[config.mk]
export PLATFORM = sky130hd
export DESIGN_NAME = floating_point_subtractor
export DESIGN_NICKNAME = d
export VERILOG_FILES = /design/src/rtl/floating_point_subtractor.sv
export SDC_FILE = /design/constraint.sdc
export NUM_CORES = 1
export LEC_CHECK = 0
export BUFFER_PORTS_ARGS = -buffer_cell sky130_fd_sc_hd__buf_2
export CORE_UTILIZATION = 55
export DETAILED_ROUTE_END_ITERATION = 7
export PLACE_DENSITY = 0.87
export SETUP_SLACK_MARGIN = 0.2
export SYNTH_ARGS = -nofsm -noshare
export SYNTH_HDL_FRONTEND = slang
export SYNTH_SLANG_ARGS = --single-unit
[constraint.sdc]
create_clock -name CLK -period 4.17 [get_ports CLK]
set_clock_uncertainty 0.2 [all_clocks]
set_input_delay 0.834 -clock CLK [delete_from_list [all_inputs] [get_ports CLK]]
set_output_delay 0.834 -clock CLK [all_outputs]
set_load 0.05 [all_outputs]
[src/rtl/floating_point_subtractor.sv]
// floating_point_subtractor: sequential F1*2^E1 - F2*2^E2 via align/add/normalize FSM
// Ports: CLK clock; nRST sync active-low reset; St start (sampled in IDLE);
//        F1/F2 5-bit two's complement fractions S.FFFF; E1/E2 4-bit two's complement exponents;
//        Fnorm/Enorm normalized result; V exponent overflow; Done one-cycle completion pulse.
module floating_point_subtractor (
  input  logic       CLK,
  input  logic       nRST,
  input  logic       St,
  input  logic [4:0] F1,
  input  logic [4:0] F2,
  input  logic [3:0] E1,
  input  logic [3:0] E2,
  output logic [4:0] Fnorm,
  output logic [3:0] Enorm,
  output logic       V,
  output logic       Done
);
  typedef enum logic [2:0] {IDLE, ALIGN, ADD, NORM, DONE} state_t;
  state_t state, state_next;
  logic [5:0] a, b, s;
  logic [3:0] ea, eb, e;
  logic ea_lt, ea_gt, ovf, lsh;
  assign ea_lt = $signed(ea) < $signed(eb);
  assign ea_gt = $signed(ea) > $signed(eb);
  // sum spills into the sign-extension bit: needs one right shift
  assign ovf = s[5] != s[4];
  // redundant sign bit below the fraction sign: needs a left shift
  assign lsh = s[4] == s[3];
  assign Done = state == DONE;
  always_ff @(posedge CLK)
    if (!nRST) state <= IDLE;
    else state <= state_next;
  always_comb begin
    state_next = state;
    case (state)
      IDLE:  state_next = St ? ALIGN : IDLE;
      ALIGN: state_next = (a == '0 || b == '0 || ea == eb) ? ADD : ALIGN;
      ADD:   state_next = NORM;
      NORM:  state_next = (s == '0 || (ovf && e == 4'b0111) || (!ovf && (!lsh || e == 4'b1000))) ? DONE : NORM;
      DONE:  state_next = IDLE;
      default: state_next = IDLE;
    endcase
  end
  always_ff @(posedge CLK)
    if (!nRST) begin
      a <= '0;
      b <= '0;
      s <= '0;
      ea <= '0;
      eb <= '0;
      e <= '0;
      Fnorm <= '0;
      Enorm <= '0;
      V <= 1'b0;
    end else
      case (state)
        IDLE:
          if (St) begin
            a <= {F1[4], F1};
            // 6-bit negation so that -(-1) is representable as +1
            b <= -{F2[4], F2};
            ea <= E1;
            eb <= E2;
            V <= 1'b0;
          end
        ALIGN:
          if (a == '0) ea <= eb;
          else if (b != '0 && ea_lt) begin
            a <= {a[5], a[5:1]};
            ea <= ea + 4'd1;
          end else if (b != '0 && ea_gt) begin
            b <= {b[5], b[5:1]};
            eb <= eb + 4'd1;
          end
        ADD: begin
          s <= a + b;
          e <= ea;
        end
        NORM:
          if (s == '0) begin
            Fnorm <= '0;
            Enorm <= 4'b1000;
            V <= 1'b0;
          end else if (ovf) begin
            if (e == 4'b0111) begin
              Fnorm <= '0;
              Enorm <= '0;
              V <= 1'b1;
            end else begin
              s <= {s[5], s[5:1]};
              e <= e + 4'd1;
            end
          end else if (lsh) begin
            // exponent already at its minimum: flush to zero
            if (e == 4'b1000) begin
              Fnorm <= '0;
              Enorm <= 4'b1000;
              V <= 1'b0;
            end else begin
              s <= {s[4:0], 1'b0};
              e <= e - 4'd1;
            end
          end else begin
            Fnorm <= s[4:0];
            Enorm <= e;
          end
        default: ;
      endcase
endmodule

==> results.md, run 1 <==
Run status:
- The flow ran to the end, and the final reports show no timing, DRC or antenna violations.

Layout:
- The filler cells instantiated in the layout total between 400 and 500.
- Summing all non-filler instances in the final layout gives an area of between 0.003 and 0.004 sq mm.
- The storage element area is about 860 sq um.
- From synthesis to final layout, the design area changed by 9.14%.
- In the final layout, the multi-input gates occupy between 0.0015 and 0.002 sq mm.
- The fraction of final layout cells with drive strength greater than 1 is 0.152.
- Leaving out fill and tap cells, the most frequent cell in the layout is nand2_1.
- The number of antenna cells inserted is 0.
- The net total in the final layout is between 400 and 500.
- The post-route non-filler standard cell count is 448.
- Leaving out fill and tap cells, the most frequent cells in the layout are 50 x nand2_1, 43 x dfxtp_1, 34 x a21oi_1.

Worst setup path:
- The critical setup path kind is reg -> reg.
- The worst setup path is launched from a flip-flop.
- The kind of cell with the highest combined delay along the critical path is adder cells.
- The total buffers and inverters traversed by the critical path is 2.
- For the worst setup path, the data required time is 4.17 ns.
- Setup slack on the worst reg-to-reg path comes out at about 1.3 ns.
- The signal on the critical path passes through inv_1 > ha_1 > inv_1 > ha_1 > a21o_2 > a21oi_1 > xnor2_1 > nand2_1 > a311oi_1.
- The worst-path maximum fanout is 17.
- The cell with the largest stage delay on the worst path is ha_1.
- The worst setup path is captured at a flip-flop.
- Data arrives at the worst endpoint at 2.86 ns.
- On the worst path, the slowest cell contributes a delay of around 0.64 ns.

Die:
- The I/O pin total is 32.
- The region available for standard cell placement spans between 0.004 and 0.005 sq mm.
- The die height is ~74 microns.
- The die is 74.1 microns wide.
- The initial utilization of the core area, before any placement, comes to 0.590.
- The full die area is ~0.0055 sq mm.
- The floorplan has 25 rows.

CTS:
- The number of buffers inserted to repair setup after CTS is 0.
- The H-tree generated during clock tree synthesis spans 2 levels.
- The number of clock sinks seen by CTS is 43.
- The cell sitting at the root of the clock tree is a clkbuf_8.
- The number of hold buffers added after CTS is 0.
- No sink is reached through more buffers than the 2 on the longest clock path.
- The clock tree from TritonCTS is done.
- The clock-pin transition on the worst setup and hold timing paths is 0.08 ns.
- The number of gates resized after CTS was 0.
- The later-pin clock latency in the skew report is 0.31 ns.
- Counting the buffers created by CTS gives 5.

Route:
- The average wire per cell in the routed design is roughly 15 microns.
- The detail route stage leaves a number of antenna-violating nets equal to 0.
- After the first detailed-routing iteration, the DRC count stood at 296.
- In the routed design, unresolved DRC markers number 0.
- In the routed layout, each cell is associated on average with a via count of around 6.2.
- The number of vias in the routed layout is between 2,000 and 3,000.
- The first detailed-routing pass took 5 iterations.
- The final wirelength is ~7 mm.

Global route:
- The global router's overall resource usage is 0.269.
- Entering global routing, the biggest net connects 28 pins.
- The global-route wire length before repair is about 11 mm.
- After global routing the overflow that remains totals 0.
- The number of antenna violations at the first check in global routing was 0.
- The number of global-route vias before repair is 2,522.

Synth:
- The sequential area share after synthesis is 0.301.
- The mean instance size in the synthesized netlist is roughly 8 sq um.
- The count of cell types in the netlist is 61.
- The cell taking the most area after synthesis is dfxtp_1.
- After synthesis, the cell types taking the most area are dfxtp_1 30%, ha_1 7.9%, nand2_1 6.6%.
- The synthesized design contains 0 enable-type register cells.
- The combined area of all synthesized cells is approximately 0.0029 sq mm.
- The cell count after synthesis is roughly 360.
- The number of synthesized register bits is between 40 and 50.
- The proportion of register bits with asynchronous set or reset after synthesis is 0.
- The fraction of post-synthesis cell area in the top cell type by area is 0.301.
- The total nets after synthesis is between 300 and 400.
- The count of yosys warnings during synthesis is 0.
- The dominant register cell in the synthesized netlist is dfxtp_1.

Timing:
- The final count of pins violating max slew is 0.
- The post-route setup TNS is 0 ns.
- The number of hold-slack violations in the final timing report is 0.
- At the pin with the least slew margin, the transition time is between 0.8 and 0.9 ns.
- Derived from the worst setup path, the maximum achievable clock frequency is 350 MHz.
- Setup repair after global routing left no endpoint under its margin.
- The final setup slack of the worst path is approximately 1.3 ns.
- Setup violations remaining at the end of the flow were counted as 0.
- The clock period minus worst slack is 2.86 ns.
- In this run the tightest slew margin relative to its limit is 0.445.
- Dividing the final minimum period by the clock period gives 0.685.

Place:
- The number of placed instances, taps included, is 442.
- After detailed placement, the total cell area comes to roughly 0.0031 sq mm.
- Input and output buffers added on the ports amount to 31.
- The last weighted congestion value of the routability-driven placer is around 0.89.
- At the placement stage, the worst setup path has a slack of about 1.4 ns.
- The wire-length estimate of the detail-placed layout is approximately 5.0 mm.

Pwr:
- In this run the static leakage power is approximately 1.3 nW.
- The power per cell area is roughly 690 mW/mm^2.
- Total power for the finished layout comes to between 0.002 and 0.0025 W.
- VDD sags by at most just over 0.3 mV.

Min path:
- The tightest min-delay check is of the reg -> reg type.

Flow run:
- The number of max-capacitance violations reported is 0.
## cell type report
cell class,instances,share of cell area
tap,67,0.0268
timing repair buffer,33,0.0545
inverter,19,0.0228
sequential,43,0.276
clock buffer,6,0.0232
multi-input combinational,280,0.597
## registers in the layout (all words and copies together), names as in the netlist
register,count
s,6
b,6
Fnorm,5
state,3
ea,4
Enorm,4
eb,4
a,6
V,1
e,4
## per-layer routing
metal / global-route usage / up-vias / part of all wire
met5: 0 / - / 0
met3: 0.0515 / 13 / 0.062
li1: - / 1353 / -
met2: 0.424 / 99 / 0.47
met1: 0.364 / 1307 / 0.45
met4: 0.103 / 0 / 0.014
## through the flow
step	util	hold WS, ns
2_1_floorplan	-	0.252
3_3_place_gp	0.629	0.237
3_5_place_dp	0.629	0.242
4_1_cts	0.644	0.251
5_1_grt	0.644	0.273
6_report	0.644	0.251
## Yosys cell counts, types with 3 or more instances
master / number
o211a_1: 3
nor3_1: 5
clkbuf_1: 12
a311oi_1: 6
o21a_1: 5
nand2b_1: 3
nand3_1: 15
xor2_1: 3
o2111ai_1: 4
inv_1: 19
and2_1: 3
buf_2: 4
mux2i_1: 7
o221a_2: 5
o21ai_1: 3
nor2_1: 28
nand2_1: 50
o21ai_0: 12
a21o_1: 3
nor2b_1: 5
a21oi_1: 34
dfxtp_1: 43
o211ai_1: 10
xnor2_1: 8
ha_1: 18
or2_2: 3
## final timing paths
| path | start | to | depth (start not counted) |
|---|---|---|---|
| worst max-delay path | s[4] | e[3] | 9 |
| worst max register to register | s[4] | e[3] | 9 |
| worst min-delay path | Fnorm[0] | Fnorm[0] | 2 |
| worst min register to register | Fnorm[0] | Fnorm[0] | 2 |
## power by group
| part | internal, W | total [W] | switching, W |
|---|---|---|---|
| combinational | 0.000486 | 0.00122 | 0.000739 |
| sequential | 0.000519 | 0.000669 | 0.000149 |
| clock | 0.000112 | 0.000255 | 0.000144 |
## kinds of logic after synthesis
logic type | share of synthesized area
AO/OA/AOI/OAI | 0.279
XOR/XNOR | 0.0337
adder cells (fa/ha/maj) | 0.0927
buffers and inverters | 0.0477
flip-flops | 0.301
multiplexers | 0.0284
AND/OR/NAND/NOR | 0.218
## worst min-delay path, stage by stage (launching register included)
cell and delay [ns]:
dfxtp_1 0.31, nand2_1 0.05, a21oi_1 0.05
No activity file was read; power rests on OpenSTA's default activity.
==> run 2: changes to the inputs <==
--- a/config.mk
+++ b/config.mk
@@ -6,7 +6,7 @@
 export NUM_CORES = 1
 export LEC_CHECK = 0
 export BUFFER_PORTS_ARGS = -buffer_cell sky130_fd_sc_hd__buf_2
-export CORE_UTILIZATION = 55
+export CORE_UTILIZATION = 53
 export DETAILED_ROUTE_END_ITERATION = 7
 export PLACE_DENSITY = 0.87
 export SETUP_SLACK_MARGIN = 0.2
==> constraint.sdc (replaced) <==
create_clock -name CLK -period 2.35 [get_ports CLK]
set_clock_uncertainty 0.2 [all_clocks]
set_input_delay 0.47 -clock CLK [delete_from_list [all_inputs] [get_ports CLK]]
set_output_delay 0.47 -clock CLK [all_outputs]
set_load 0.05 [all_outputs]
==> run 2 against run 1 <==
Register-to-register slack got worse by 1.1 ns. Design area rose by 9.7%. Cell count is 5.6% higher. Critical path depth is 4 lower. Worst setup slack got worse by 1.1 ns. Clock-buffer cell count is 1 lower. Total power increased by 100%. Critical path type unchanged. Largest power group unchanged.
==> results.md, run 2 (synthesis results as in run 1) <==
Route:
- After the first detailed-routing iteration, the DRC count stood at 294.
- The average wire per cell in the routed design is about 15 microns.
- The number of nets with antenna violations after routing is 0.
- The number of vias in the routed layout is between 2,000 and 3,000.
- For this run, the detailed router's first-pass iteration total came to 5.
- For this run, design rule violations remaining after detail routing come to 0.
- Dividing the detail-routed via count by the number of cells gives 6.10.
- The final wirelength is between 7 and 8 mm.

Worst setup path:
- On the critical path the largest part of the delay comes from simple AND/OR/NAND/NOR gates.
- The type of element capturing the critical path is a flip-flop.
- The stage delay of the slowest cell on the critical path is roughly 0.53 ns.
- The critical path goes through nor4_1 > nand2_1 > and4_4 > or2_2 > a311oi_2.
- The critical setup path kind is reg -> reg.
- The worst path arrival time is roughly 2.1 ns.
- The cell with the largest stage delay on the worst path is nor4_1.
- The number of buffers and inverters on the critical path is 0.
- The data required time at the worst endpoint is between 2 and 2.5 ns.
- Along the worst path, the maximum fanout reaches 5.
- The startpoint type of the worst setup path is a flip-flop.

Layout:
- With fillers left out, the area of the finished cells amounts to approximately 0.0034 sq mm.
- Relative to the synthesized area, the layout overhead comes to 19.8%.
- Excluding fillers, the count of instances in the completed layout stands at roughly 470.
- For this run, the post-layout net count is 443.
- The number of antenna cells inserted is 0.
- The largest registers in the layout are a x6, b x6, s x6.
- The top cell types in the final layout, fill and taps aside, are 49 x nand2_1, 36 x dfxtp_1, 32 x a21oi_1.
- The most common cell after layout, fill and taps aside is nand2_1.
- Of the cells placed in the final design, the portion with a size suffix greater than 1 is 0.268.

Global route:
- Global routing finished with a remaining overflow of 0.
- The global-route wire length before repair is about 12 mm.
- The number of global-route vias before repair is roughly 2,600.
- Across every metal layer, demand over resource in global routing totals 0.268.
- The pin count of the biggest net entering global routing is 28.
- The number of antenna violations at the first check in global routing was 0.

Die:
- The I/O pin total is 32.
- The region available for standard cell placement spans between 0.005 and 0.006 sq mm.
- In this run the horizontal extent of the chip is between 70 and 80 microns.
- The die covers about 0.0057 sq mm.
- The starting utilization of the core area is 0.557.
- The standard-cell row count is 26.
- The die is 75.5 microns tall.

Pwr:
- In this run the static leakage power is 1.44 nW.
- VDD sags by at most around 1.1 mV.
- The power per cell area is 1280 mW/mm^2.

Min path:
- The tightest min-delay check is of the in -> reg type.

Timing:
- The routed design could run at a clock period as short as 2.10 ns.
- The final count of pins violating max slew is 0.
- Measured against its own limit, the worst slew margin works out to 0.478.
- Setup repair after global routing could not meet its margin everywhere.
- Adding up every negative setup slack in the final design gives 0 ns.
- Timing would allow up to between 400 and 500 MHz.
- The final count of negative-setup-slack endpoints is 0.
- At the pin with the least slew margin, the transition time is about 0.8 ns.
- The final setup slack of the worst path is approximately 0.25 ns.
- The number of hold-slack violations in the final timing report came to 0.
- In the finished design, the share of the clock period the worst path needs comes to 0.895.

CTS:
- In this run, post-CTS hold repair placed 0 buffers.
- The clock reaches the later pin of the worst-skew pair after between 0.3 and 0.4 ns.
- The clock-pin transition on the worst setup and hold timing paths is 0.09 ns.
- The root buffer cell chosen for the clock tree is clkbuf_8.
- The H-tree was split into 2 levels.
- The number of clock sinks seen by CTS is 43.
- TritonCTS built the clock tree.
- The clock passes through at most 2 buffers.
- The TritonCTS buffer count is 5.

Place:
- The area of placed instances is ~0.0032 sq mm.
- The half-perimeter wire length after detailed placement is between 5 and 6 mm.
- The count of port buffers added during placement is 31.
- Routability-driven placement finished with a final weighted congestion of 0.889.
- Once placement completed, the tool counted placed cells totaling around 460.
- At the placement stage, the worst setup path has a slack of about 0.11 ns.

Run status:
- The flow ran to the end, and the final reports show no timing, DRC or antenna violations.

Flow run:
- The tool flagged a number of max-cap violations equal to 0.
==> run 2: cell types whose count changed in the layout (fill, tap and decap cells not counted), moves of 2 or more <==
cell,before,now
a311oi_1,6,2
dfxtp_1,43,36
a21oi_1,34,32
ha_4,0,3
dfxtp_2,0,6
ha_1,18,15
a311oi_2,1,5
buf_4,2,22
inv_1,19,17
clkinvlp_4,0,2
==> run 2: layout make-up <==
cell class | instances | area, sq um
Multi-Input combinational cell | 280 | 1980
Fill cell | 450 | 1710
Sequential cell | 43 | 872
Timing Repair Buffer | 53 | 320
Tap cell | 70 | 87.6
Inverter | 19 | 73.8
Clock buffer | 5 | 68.8
Clock inverter | 3 | 23.8
==> run 2: what timing repair did <==
item | CTS | global route
pin swaps | 1 | 5
endpoints found under the setup margin | 20 | 31
buffers inserted | 0 | 2
endpoints found under the hold margin | 0 | 0
gates resized for setup | 9 | 17
==> run 2: worst reg2reg max path, cell delays in order, from the launching register on <==
cell and delay (ns):
dfxtp_1 0.36, nor4_1 0.53, nand2_1 0.16, and4_4 0.24
or2_2 0.32, a311oi_2 0.20
==> run 2: power by group <==
group	internal, W	leakage, nW	switching, W
Sequential	0.000929	0.355	0.000223
Clock	0.000213	0.0408	0.000304
Combinational	0.00120	1.04	0.00153
==> run 2: path summary, 6_finish.rpt <==
check / from / to / slack [ns] / cells past startpoint
worst max-delay path: b[4] / ea[0] / 0.25 / 5
worst min-delay path: F1[4] / a[5] / 0.23 / 3
worst max register to register: b[4] / ea[0] / 0.25 / 5
worst min register to register: Fnorm[2] / Fnorm[2] / 0.25 / 2
==> run 2: per-stage QoR <==
step | hold WS [ns] | power (W) | utilization
after floorplan | 0.252 | 0.00291 | -
after global placement | 0.235 | 0.00348 | 0.627
after detailed placement | 0.239 | 0.00355 | 0.627
after CTS | 0.224 | 0.00414 | 0.652
after global routing | 0.250 | 0.00472 | 0.667
final | 0.225 | 0.00440 | 0.667
==> run 2: metal layers <==
layer  vias to the layer above  part of all wire  global-route usage
met5                         -                 0                   0
met4                         0             0.022              0.0885
met3                        21             0.059              0.0503
met2                       111              0.51               0.492
met1                      1355              0.41               0.313
li1                       1397                 -                   -
==> run 3: changes to the inputs <==
--- a/config.mk
+++ b/config.mk
@@ -6,10 +6,9 @@
 export NUM_CORES = 1
 export LEC_CHECK = 0
 export BUFFER_PORTS_ARGS = -buffer_cell sky130_fd_sc_hd__buf_2
-export CORE_UTILIZATION = 53
+export CORE_UTILIZATION = 55
 export DETAILED_ROUTE_END_ITERATION = 7
 export PLACE_DENSITY = 0.87
-export SETUP_SLACK_MARGIN = 0.2
 export SYNTH_ARGS = -nofsm -noshare
 export SYNTH_HDL_FRONTEND = slang
 export SYNTH_SLANG_ARGS = --single-unit
==> constraint.sdc (replaced) <==
create_clock -name CLK -period 2 [get_ports CLK]
set_clock_uncertainty 0.2 [all_clocks]
set_input_delay 0.4 -clock CLK [delete_from_list [all_inputs] [get_ports CLK]]
set_output_delay 0.4 -clock CLK [all_outputs]
set_load 0.05 [all_outputs]
==> run 3 against run 2 <==
The flow now finishes with violations (design-rule violations, negative setup slack). Critical path depth stayed put. Worst setup slack worse by 0.37 ns. Via count is 27% higher. Hold slack worse by 0.067 ns. Sequential cell count stayed put. Routed wire length is 58% higher. Sequential share of layout area is 3.6 points lower. Design area is 17% higher. First-iteration DRC count is 140% higher. Register-to-register slack worse by 0.37 ns. Clock power is 24% higher. Combinational power is 75% higher. Largest cell class unchanged. Largest power group unchanged.
==> results.md, run 3 (synthesis results as in run 1) <==
Run status:
- The run finished, with violations left.
- The checks that failed: design-rule violations, negative setup slack.

Die:
- The area of the core is 0.00485 sq mm.
- The die is between 70 and 80 microns wide.
- In this run the core area contains 25 standard-cell rows.
- The starting utilization of the core area is 0.590.
- In this run the count of I/O pins placed on the die edge is 32.
- The die covers roughly 0.0055 sq mm.
- The die height is 74.1 microns.

Worst setup path:
- Walking the worst path, the cells encountered are or4b_4 > a22o_4 > a21oi_4 > nor2_4 > a311oi_1.
- The startpoint identified for the worst register-to-register timing path is e[1].
- The depth of the critical timing path with buffers and inverters included is 5.
- STA classifies the critical path startpoint as a flip-flop.
- The worst register-to-register path ends at e[3].
- The number of cells traversed by the worst register-to-register path is 5.
- The critical setup path kind is reg -> reg.
- The type of element capturing the critical path is a flip-flop.
- The cell with the largest stage delay on the worst path is or4b_4.
- The cell type group with the largest total delay on the critical path is compound AO/OA/AOI/OAI gates.
- The worst-path maximum fanout is 5.
- Setup slack on the worst reg-to-reg path comes out at -0.13 ns.
- On the worst path, the slowest cell contributes a delay of 0.57 ns.
- The worst path arrival time is ~2.1 ns.
- The total buffers and inverters traversed by the critical path is 0.
- The data required time at the worst endpoint is approximately 2 ns.

Layout:
- In the final layout, the share of cells above drive strength 1 is 0.422.
- The post-route non-filler standard cell count is 517.
- The most common cell after layout, fill and taps aside is buf_4.
- Relative to the synthesized area, the layout overhead comes to 40.7%.
- The end-of-flow core utilization is 0.830.
- The largest registers in the layout are a x6, b x6, s x6.
- The top cell types in the final layout, fill and taps aside, are 62 x buf_4, 45 x nand2_1, 30 x dfxtp_1, 30 x buf_2, 27 x a21oi_1.
- The final layout contains 490 nets.
- The total of fill cells in the finished design is between 200 and 250.
- The number of antenna cells inserted is 0.
- Summing all non-filler instances in the final layout gives an area of roughly 0.0040 sq mm.

Min path:
- The worst hold path passes through 3 cells.
- The type of the tightest min-delay check is in -> reg.
- The worst min-delay path endpoint is ea[3].
- The hold path startpoint is E1[3].

Global route:
- For this run, global-route usage on met1 was measured as 0.469.
- For this run, the total global-route usage over all layers was measured as 0.368.
- The number of antenna violations at the first check in global routing is 0.
- The most utilized layer in the global route result is met2.
- The global-route track usage on met2 is 0.613.
- The first global-routing pass estimated 15.4 mm of wire.
- The total global routing overflow is 0.
- Entering global routing, the biggest net connects 24 pins.
- The number of global-route vias before repair came to approximately 3,200.
- The met3 usage is 0.0718.

Timing:
- The number of hold-slack violations in the final timing report is 0.
- After layout, the worst setup slack is -0.125 ns.
- The headroom to the max-slew limit is 0.571.
- The final-layout worst hold slack is about 0.16 ns.
- The smallest clock period supported by the final layout is computed as 2.13 ns.
- The post-route setup TNS is -0.995 ns.
- Setup repair after global routing could not meet its margin everywhere.
- The final clock period utilization by the worst path is 1.06.
- Derived from the worst setup path, the maximum achievable clock frequency is approximately 470 MHz.
- The final count of pins violating max slew came to 0.
- Setup violations remaining at the end of the flow were counted as 26.
- At the pin with the least slew margin, the transition time is between 0.6 and 0.7 ns.

CTS:
- For the worst-skew pair, the clock arrives at the later sink with an insertion delay of slightly above 0.3 ns.
- In this run the number of H-tree levels came out at 2.
- The tree built by TritonCTS fans out to 43 sinks.
- After clock tree synthesis, the clock-pin slew on the worst setup and hold paths is approximately 0.09 ns.
- The clock tree from TritonCTS is done.
- The TritonCTS buffer count is 5.
- Clock tree synthesis selected as its root buffer the cell clkbuf_8.
- The number of buffers on the longest clock path is 2.

Route:
- The average wire per cell in the routed design is 22.3 microns.
- The count of nets left with antenna violations once routing finished came out at 0.
- The first detailed-routing pass ran for 8 iterations.
- The number of design-rule violations left by the first detailed-router iteration is 705.
- The number of vias in the routed layout is roughly 3,700.
- Using the TritonRoute via totals, the vias-per-cell ratio works out to between 7 and 8.
- The remaining routing DRC violations is 29.
- The final wirelength is between 10 and 15 mm.

Place:
- The count of port buffers added during placement is 31.
- The area of placed instances is around 0.0035 sq mm.
- The last weighted congestion value of the routability-driven placer is between 0.9 and 1.
- The half-perimeter wire length after detailed placement is 6.13 mm.
- Counting tap cells, the placed design contains a total of 500 instances.

Pwr:
- The power per cell area is roughly 1700 mW/mm^2.
- Of the total power, the share spent switching nets is 0.475.
- The static leakage power is roughly 1.7 nW.
- The part of the total power dissipated in sequential elements is 0.198.
- In this run the power spent charging and discharging nets is 0.00321 W.
- The share of total power dissipated in the clock network is 0.095.
- The internal portion of the total power is between 0.003 and 0.004 W.
- The worst supply voltage drop on vdd is slightly above 1 mV.
- The combinational share of power is 0.707.

Flow run:
- The number of max-capacitance violations reported is 0.
-- run 3: worst max path at each step --
| stage | start | endpoint |
|---|---|---|
| after floorplan | s[4] | e[3] |
| after global placement | s[3] | s[3] |
| after detailed placement | s[3] | s[3] |
| after CTS | s[4] | e[3] |
| after global routing | s[4] | e[3] |
| final | e[1] | e[3] |
-- run 3: cell type report --
cell class	count	area, sq um	area share
multi-input cells	281	2180	0.542
repair buffers	99	703	0.175
inverters	19	78.8	0.0196
flip-flops and latches	43	880	0.218
well taps	67	83.8	0.0208
clock buffers	8	100	0.0249
-- run 3: metrics by stage --
stage	setup WS [ns]	power [W]
final	-0.125	0.00676
after global routing	-0.166	0.00697
after CTS	-0.0182	0.00575
after detailed placement	-0.118	0.00480
after global placement	-0.0471	0.00466
after floorplan	-0.120	0.00348
-- run 3: timing repair --
| action | 4_1_cts | 5_1_grt |
|---|---|---|
| cloned | 1 | 0 |
| hold buffers | 0 | 0 |
| endpoints found under the hold margin | 0 | 0 |
| endpoints found under the setup margin | 36 | 39 |
| pin swaps | 9 | 34 |
| setup buffers | 4 | 5 |
| gates resized for setup | 21 | 60 |
-- run 3: power by group through the flow --
stage	clock network, W	logic (W)	registers, W
4_1_cts	0.000626	0.00387	0.00126
5_1_grt	0.000658	0.00497	0.00135
3_5_place_dp	0	0.00353	0.00127
3_3_place_gp	0	0.00339	0.00126
2_1_floorplan	0	0.00217	0.00130
6_report	0.000642	0.00478	0.00134
-- run 3: worst min-delay path, cell delays in order --
cell     delay (ns)
buf_2          0.10
nand2_1        0.05
a31oi_1        0.08
-- run 3: metal layers --
layer  wire (microns)  share of wire
met1             4100           0.36
met4              760          0.066
met2             5130           0.45
met3             1540           0.13
met5                0              0
